<file path="src/rtl/sevenseg_scan_if.sv">
// Register-bank to scan-driver bundle: decoded segment patterns and enables in,
// anode/cathode pins and frame tick out.
interface sevenseg_scan_if #(
   parameter int DIGITS = 8
);
   logic [7*DIGITS-1:0] sevenseg;
   logic [DIGITS-1:0]   digit_en;
   logic [6:0]          seg_n;
   logic [DIGITS-1:0]   an_n;
   logic                frame_tick;

   modport master (
      output sevenseg, digit_en,
      input  seg_n, an_n, frame_tick
   );

   modport slave (
      input  sevenseg, digit_en,
      output seg_n, an_n, frame_tick
   );
endinterface

</file>
<file path="src/rtl/sevenseg_scan.sv">
// Common-anode seven-segment scan driver; outputs lag (idx, cnt, inputs) by 1 clk, never stalls.
// Define SEVENSEG_SCAN_BLANK_EN to blank the first BLANK_CLKS cycles of each slot (anti-ghosting).
module sevenseg_scan #(
   parameter int DIGITS         = 8,
   parameter int CLKS_PER_DIGIT = 50000,
   parameter int BLANK_CLKS     = 500
) (
   input  logic           clk,
   input  logic           rst_n,
   sevenseg_scan_if.slave scan_if
);
   localparam int CW = $clog2(CLKS_PER_DIGIT);
   localparam int IW = $clog2(DIGITS);
   localparam logic [CW-1:0] CNT_LAST = CW'(CLKS_PER_DIGIT - 1);
   localparam logic [IW-1:0] IDX_LAST = IW'(DIGITS - 1);

   if (DIGITS < 2 || CLKS_PER_DIGIT < 2) begin : g_bad_size
      $error("sevenseg_scan: DIGITS and CLKS_PER_DIGIT must be >= 2");
   end

   logic [CW-1:0]     cnt_q, cnt_d;
   logic [IW-1:0]     idx_q, idx_d;
   logic              wrap_q, wrap_d;
   logic              tick_q, tick_d;
   logic [DIGITS-1:0] an_q, an_d;
   logic [6:0]        seg_q, seg_d;
   logic [DIGITS-1:0] onehot;
   logic              blank;

`ifdef SEVENSEG_SCAN_BLANK_EN
   localparam logic [CW-1:0] BLANK_CNT = CW'(BLANK_CLKS);

   if (BLANK_CLKS < 1 || BLANK_CLKS >= CLKS_PER_DIGIT) begin : g_bad_blank
      $error("sevenseg_scan: BLANK_CLKS must lie in 1..CLKS_PER_DIGIT-1");
   end

   assign blank = (cnt_q < BLANK_CNT);
`else
   if (BLANK_CLKS < 0) begin : g_bad_blank
      $error("sevenseg_scan: BLANK_CLKS must not be negative");
   end

   assign blank = 1'b0;
`endif

   always_comb begin
      cnt_d  = cnt_q + 1'b1;
      idx_d  = idx_q;
      wrap_d = 1'b0;
      if (cnt_q == CNT_LAST) begin
         cnt_d = '0;
         if (idx_q == IDX_LAST) begin
            idx_d  = '0;
            wrap_d = 1'b1;
         end else begin
            idx_d = idx_q + 1'b1;
         end
      end

      // The tick lands one cycle after the wrap so it lines up with digit 0 on the pins.
      tick_d = wrap_q;

      onehot        = '0;
      onehot[idx_q] = 1'b1;
      an_d          = '1;
      seg_d         = 7'h7F;
      if (!blank && scan_if.digit_en[idx_q]) begin
         an_d  = ~onehot;
         seg_d = scan_if.sevenseg[7*idx_q +: 7];
      end
   end

   always_ff @(posedge clk or negedge rst_n) begin
      if (!rst_n) begin
         cnt_q  <= '0;
         idx_q  <= '0;
         wrap_q <= 1'b0;
         tick_q <= 1'b0;
         an_q   <= '1;
         seg_q  <= 7'h7F;
      end else begin
         cnt_q  <= cnt_d;
         idx_q  <= idx_d;
         wrap_q <= wrap_d;
         tick_q <= tick_d;
         an_q   <= an_d;
         seg_q  <= seg_d;
      end
   end

   assign scan_if.an_n       = an_q;
   assign scan_if.seg_n      = seg_q;
   assign scan_if.frame_tick = tick_q;
endmodule

</file>
<file path="src/flat_wrapper.sv">
// flat-port wrapper written by rule: the top's interface ports become plain ports
module sevenseg_scan_flat 
#(
   parameter int DIGITS         = 8,
   parameter int CLKS_PER_DIGIT = 50000,
   parameter int BLANK_CLKS     = 500
)
  (clk, rst_n, scan_if_sevenseg, scan_if_digit_en, scan_if_seg_n, scan_if_an_n, scan_if_frame_tick);
  sevenseg_scan_if #(.DIGITS(DIGITS)) scan_if_i ();
  input  logic clk;
  input  logic rst_n;
  input wire logic [$bits(scan_if_i.sevenseg)-1:0] scan_if_sevenseg;
  input wire logic [$bits(scan_if_i.digit_en)-1:0] scan_if_digit_en;
  output wire logic [$bits(scan_if_i.seg_n)-1:0] scan_if_seg_n;
  output wire logic [$bits(scan_if_i.an_n)-1:0] scan_if_an_n;
  output wire logic [$bits(scan_if_i.frame_tick)-1:0] scan_if_frame_tick;
  assign scan_if_i.sevenseg = scan_if_sevenseg;
  assign scan_if_i.digit_en = scan_if_digit_en;
  assign scan_if_seg_n = scan_if_i.seg_n;
  assign scan_if_an_n = scan_if_i.an_n;
  assign scan_if_frame_tick = scan_if_i.frame_tick;
  sevenseg_scan #(.DIGITS(DIGITS), .CLKS_PER_DIGIT(CLKS_PER_DIGIT), .BLANK_CLKS(BLANK_CLKS)) u_core (.clk(clk), .rst_n(rst_n), .scan_if(scan_if_i));
endmodule
</file>
<file path="config.mk">
export PLATFORM = sky130hd
export DESIGN_NAME = sevenseg_scan_flat
export DESIGN_NICKNAME = d
export VERILOG_FILES = /design/src/rtl/sevenseg_scan_if.sv /design/src/rtl/sevenseg_scan.sv /design/src/flat_wrapper.sv
export SDC_FILE = /design/constraint.sdc
export NUM_CORES = 1
export LEC_CHECK = 0
export CAP_MARGIN = 25
export CORE_UTILIZATION = 46
export CTS_CLUSTER_DIAMETER = 150
export DETAILED_ROUTE_END_ITERATION = 8
export PLACE_DENSITY = 0.89
export SYNTH_ARGS = -nofsm -noshare
export SYNTH_HDL_FRONTEND = slang
export SYNTH_SLANG_ARGS = --single-unit
</file>
<file path="constraint.sdc">
create_clock -name clk -period 3.36 [get_ports clk]
set_input_delay 0.336 -clock clk [delete_from_list [all_inputs] [get_ports clk]]
set_output_delay 0.336 -clock clk [all_outputs]
set_load 0.02 [all_outputs]
</file>
==> impl_metrics.toml <==
[worst_setup_path]
path_max_fanout = 24
crit_chain = "mux4_2, mux2_4, nand4_1"
start_kind = "register"
cpPeakStageDelay_ns = 0.94
required_ns = 3.59
critical_path_class = "reg2reg"
crit_slowest_cell = "dfrtp_1"
cp-end-kind = "register"
critPathArrivalTime_ns = 2.25

[clock_network]
worstSkewPairLatency_ns = 0.29
cts_setup_buffers = 0
cts_tree = "done"
htree_levels = 2
cts_resized = 0
cts.path.max_buffers = 2
numCtsBuffers = 5
hold_buffers = 0
clockRootBuffer = "clkbuf_8"
clock-sinks = 36
clk_pin_slew_ns = 0.07

[timing]
rsz0062_at_grt = "false"
hold_viol = 0
slew_violations = 0
post-route-min-period_ns = 2.02
setup_ws_ns = 1.34
setup_tns_ns = 0
finalSetupViolCount = 0
maxSlewHeadroom_pct = 39.5
period_share_pct = 60.2
worst_pin_slew_ns = 0.907
fmax_ghz = 0.494
clock_skew_ns = 0.00691

[pwr]
vdd_drop_max_v = 0.000171
power.density_nw_per_um2 = 307
total_leakage_power_uw = 0.00114
p_total_uw = 908

[finish]
drive_gt1_share_pct = 17.2
nets = 318
area_growth_syn_to_layout_pct = 49.4
finalNonFillerCells = 300
post-route-cell-area_um2 = 2960
antenna_cells = 0

[placement]
place_inst = 291
gp_congestion = 0.764
placed_cell_area_um2 = 2830
port_buffers = 81
dp_hpwl_um = 3550
pre_cts_ws_ns = 1.30

[synth]
synth_most_common_cell = "dfrtp_1"
synth_fp_nets = 236
synth_area_per_cell_um2 = 11.8
ys_ff_latch = 36
synth_area_leaders = "dfrtp_1 (27%), dfstp_2 (20%), mux4_2 (9.1%)"
synth_top_area_cell = "dfrtp_1"
ys.flop_type = "dfrtp_1"
yosysSeqAreaShare_pct = 46.5
synth_edf_count = 0
yosys-top-cells-count = "dfrtp_1 (21), dfstp_2 (15), nor2_1 (14), mux2i_1 (13), nand3_1 (10)"
synth_top_area_share_pct = 26.6
yosysWarningCount = 0
synthesis.area_um2 = 1980
synth_cell_types = 39
ys_async_sr_fraction_pct = 100
synthCells = 167

[outcome]
status = "finished, final reports clean"

[global_route]
grt_max_degree = 30
first_global_vias = 1601
grt_pass1_wl_um = 7330
antenna_found_initial = 0
track_usage_pct = 22.0
grt_overflow = 0

[floorplanning]
io_pins = 82
dieHeight_um = 67.6
core_area_um2 = 4060
die_area_um2 = 4570
start_util_pct = 48.8
die_w_um = 67.6
rows = 23

[job]
maxCapViolations = 0

[route]
drcViolationCount = 0
highest_layer = "met4"
met2RoutedLength_um = 2370
wl_met1_um = 1990
wl_met3_um = 224
wirelength_um = 4660
route.vias.total = 1640
drt_iter0_markers = 88
wl_per_cell_um = 15.5
dr.pass1.iters = 4
ant_nets = 0
vias_per_cell = 5.47

[hold_path]
holdCritPathClass = "in2async"
## cell usage in the layout, fill, tap and decap left out, types with 3 or more instances in the layout
cell type / Yosys / layout
nand3_1: 10 / 10
nand2_1: 8 / 8
nor2b_1: 3 / 3
nor3_1: 4 / 4
nor2_1: 14 / 14
clkbuf_8: 0 / 7
mux4_2: 8 / 8
mux2i_1: 13 / 13
inv_1: 3 / 3
dfstp_2: 15 / 15
clkdlybuf4s50_1: 0 / 81
ha_1: 3 / 3
mux2_2: 4 / 4
dfrtp_1: 21 / 21
nand4_1: 7 / 7
xnor2_1: 7 / 7
xor2_1: 6 / 6
## worst paths after layout
path                                  from                        end  slack (ns)  cells past startpoint
setup / recovery           u_core.idx_q[1]    u_core.scan_if.seg_n[4]        1.34                      3
hold / removal                       rst_n            u_core.cnt_q[9]        0.35                      1
setup reg to reg           u_core.idx_q[1]    u_core.scan_if.seg_n[4]        1.34                      3
hold reg to reg              u_core.tick_d  u_core.scan_if.frame_tick        0.36                      0
max in group asynchronous            rst_n     u_core.scan_if.an_n[4]        2.31                      3
min in group clk             u_core.tick_d  u_core.scan_if.frame_tick        0.36                      0
## area by class of cell
type / count / area, um^2
Clock buffer: 8 / 100
Inverter: 3 / 11.3
Fill cell: 283 / 1100
Timing Repair Buffer: 85 / 881
Multi-Input combinational cell: 118 / 981
Tap cell: 50 / 62.6
Sequential cell: 36 / 920
## kinds of logic (layout without fill, tap and decap cells)
| family | after synthesis | count (layout) | synth area share, % |
|---|---|---|---|
| adder cells (fa/ha/maj) | 3 | 3 | 1.90 |
| flip-flops | 36 | 36 | 46.5 |
| multiplexers | 27 | 27 | 19.5 |
| AO/OA/AOI/OAI | 12 | 12 | 4.87 |
| AND/OR/NAND/NOR | 63 | 63 | 17.6 |
| buffers and inverters | 13 | 96 | 3.92 |
| XOR/XNOR | 13 | 13 | 5.76 |
## per-stage QoR
stage	utilization [%]	hold slack (ns)
3_3_place_gp	69.0	0.334
6_report	72.8	0.351
3_5_place_dp	69.7	0.357
2_1_floorplan	-	0.0404
5_1_grt	72.8	0.369
4_1_cts	72.2	0.357
## flip-flops by register name (all words and copies together), names as in the netlist
| name | count |
|---|---|
| u_core.tick_d | 1 |
| u_core.scan_if.an_n | 8 |
| u_core.scan_if.seg_n | 7 |
| u_core.idx_q | 3 |
| u_core.scan_if.frame_tick | 1 |
| u_core.cnt_q | 16 |
## worst max-delay path: cells and delay by family (launching register included)
kind,cells,cell delay (ns)
DFF,1,0.94
muxes,2,0.93
and+or+nand+nor,1,0.09
## power breakdown
part | switching [uW] | leakage (uW) | total (uW) | internal (uW)
clock | 148 | 0.0000515 | 335 | 187
combinational | 37.5 | 0.000656 | 129 | 91.7
sequential | 1.48 | 0.000437 | 444 | 442
total | 187 | 0.00114 | 908 | 721
## routing by layer
layer  vias to the layer above  GRT usage (%)
met4                         0           7.71
met1                       786           28.3
met3                         8           7.26
met5                         -              0
li1                        785              -
met2                        61           34.4
No activity file was read; power rests on OpenSTA's default activity.
==> patch: new RTL, same flow settings <==
Add a define of `SEVENSEG_SCAN_BLANK_EN`.
--- a/src/rtl/sevenseg_scan.sv
+++ b/src/rtl/sevenseg_scan.sv
@@ -2,2 +2,4 @@
 // Define SEVENSEG_SCAN_BLANK_EN to blank the first BLANK_CLKS cycles of each slot (anti-ghosting).
+`define SEVENSEG_SCAN_BLANK_EN
+
 module sevenseg_scan #(
Function: changed (Yosys sat finds a counterexample within 4 cycles, from zero or initial values and one cycle with rst_n low).
==> patch against the original RTL <==
Non-clock buffer count grew 1. Cell area is essentially flat. Worst setup slack lost 0.12 ns. Highest routed layer unchanged. Critical path type unchanged. Sequential cell count is the same. Routed wire length grew 15%. Synthesized area grew 0.82%. Critical endpoint is now u_core.idx_q[1]. Total power shrank 8.3%.
==> patch: results (changes against the original RTL) <==
- Area post-placement: 2840 um^2 (+0.58%)
- Leakage power: 1.16 nW (+1.5%)
- Worst clock skew: 0.00673 ns (-0.000183 ns)
- VDD IR max: 0.000157 V (-8.2%)
- Pin count of the biggest net entering global routing: 34 (+13%)
- Initial DRT Pass Iterations: 4 (unchanged)
- Power Dens Cells: 282 nW/um^2 (-8.2%)
- DR vias: 1,714 (+4.5%)
- DP HPWL: 4040 um (+14%)
- First-pass GRT wire length: 8040 um (+9.7%)
- CP Data Arrival Time: 2.31 ns (+0.06 ns)
- Top cells by count, synth: 21 x dfrtp_1, 15 x dfstp_2, 15 x nand3_1
- Status: finished clean
- Crit path max fanout: 13 (-46%)
- Sw Ratio: 20.6% (+0.034 points)
- Vias in the first global route: 1,615 (+0.87%)
- Share of layout cells above drive strength 1: 17.6% (+0.45 points)
- Syn Area/Cell: 11.6 um^2 (-2.1%)
- Post-Synth Adder-Cell Area: 1.88% (-0.015 points)
- GR Util All Layers: 24.4% (+2.3 points)
- Crit path to: u_core.idx_q[1]
- Placed Cells incl. Taps: 296 (+1.7%)
- Top Family by Delay on Critical Path: simple AND/OR/NAND/NOR gates
- WL met1: 2180 um (+9.3%)
- Slew HR: 40.3% (+0.75 points)
- Synth Net Count: 241 (+2.1%)
- Sequential area share after synthesis: 46.1% (-0.38 points)
- Vias/cell: 5.62 (+2.8%)
- Met3 GRT Util: 6.17% (-1.1 points)
- Power Clock: 0.000292 W (-13%)
- Initial DRC Count: 101 (+15%)
- Met2 usage in global routing: 38.2% (+3.8 points)
- Pre-CTS setup slack: 1.25 ns (-0.0489 ns)
- Synth area leaders: dfrtp_1 26%, dfstp_2 20%, mux4_2 9.0%, mux2i_1 5.0%, xor2_1 4.0%
- CP max stage delay: 0.61 ns (-0.33 ns)
- Xor/xnor cell area share of the yosys netlist: 5.71% (-0.047 points)
- Met3 wire len: 220 um (-1.8%)
- Placer Congestion: 0.771 (+0.90%)
- Fin nets: 323 (+1.6%)
- Mux contribution to synthesized area: 18.2% (-1.3 points)
- Synth cell types: 38 (-2.6%)
- Seq pwr share: 52.1% (+3.2 points)
- CP startpoint: u_core.cnt_q[10]
- Met2 WL post-DR: 2850 um (+20%)
- GR Util met1: 32.3% (+4.0 points)
## patch: cell count changes after synthesis, sizes merged, moves of 3 or more
cell,unedited run,this run
inv,3,0
xor2,6,9
o21ai,0,3
mux2i,13,10
nand3,10,15
nor3,4,1
xnor2,7,4
## patch: worst min path at each step
| stage | from | endpoint | slack [ns] | depth (start not counted) |
|---|---|---|---|---|
| after detailed placement | u_core.tick_d | u_core.scan_if.frame_tick | 0.36 | 0 |
| after global routing | rst_n | u_core.cnt_q[10] | 0.32 | 1 |
| after global placement | u_core.tick_d | u_core.scan_if.frame_tick | 0.34 | 0 |
| after CTS | u_core.tick_d | u_core.scan_if.frame_tick | 0.38 | 0 |
| final | rst_n | u_core.cnt_q[15] | 0.31 | 1 |
| after floorplan | rst_n | u_core.cnt_q[0] | 0.04 | 0 |
## patch: layout make-up
class                           instances  area, um^2
Sequential cell                        36         920
Tap cell                               50        62.6
Fill cell                             290        1130
Multi-Input combinational cell        125        1020
Clock inverter                          1        5.00
Clock buffer                            7        76.3
Timing Repair Buffer                   86         868
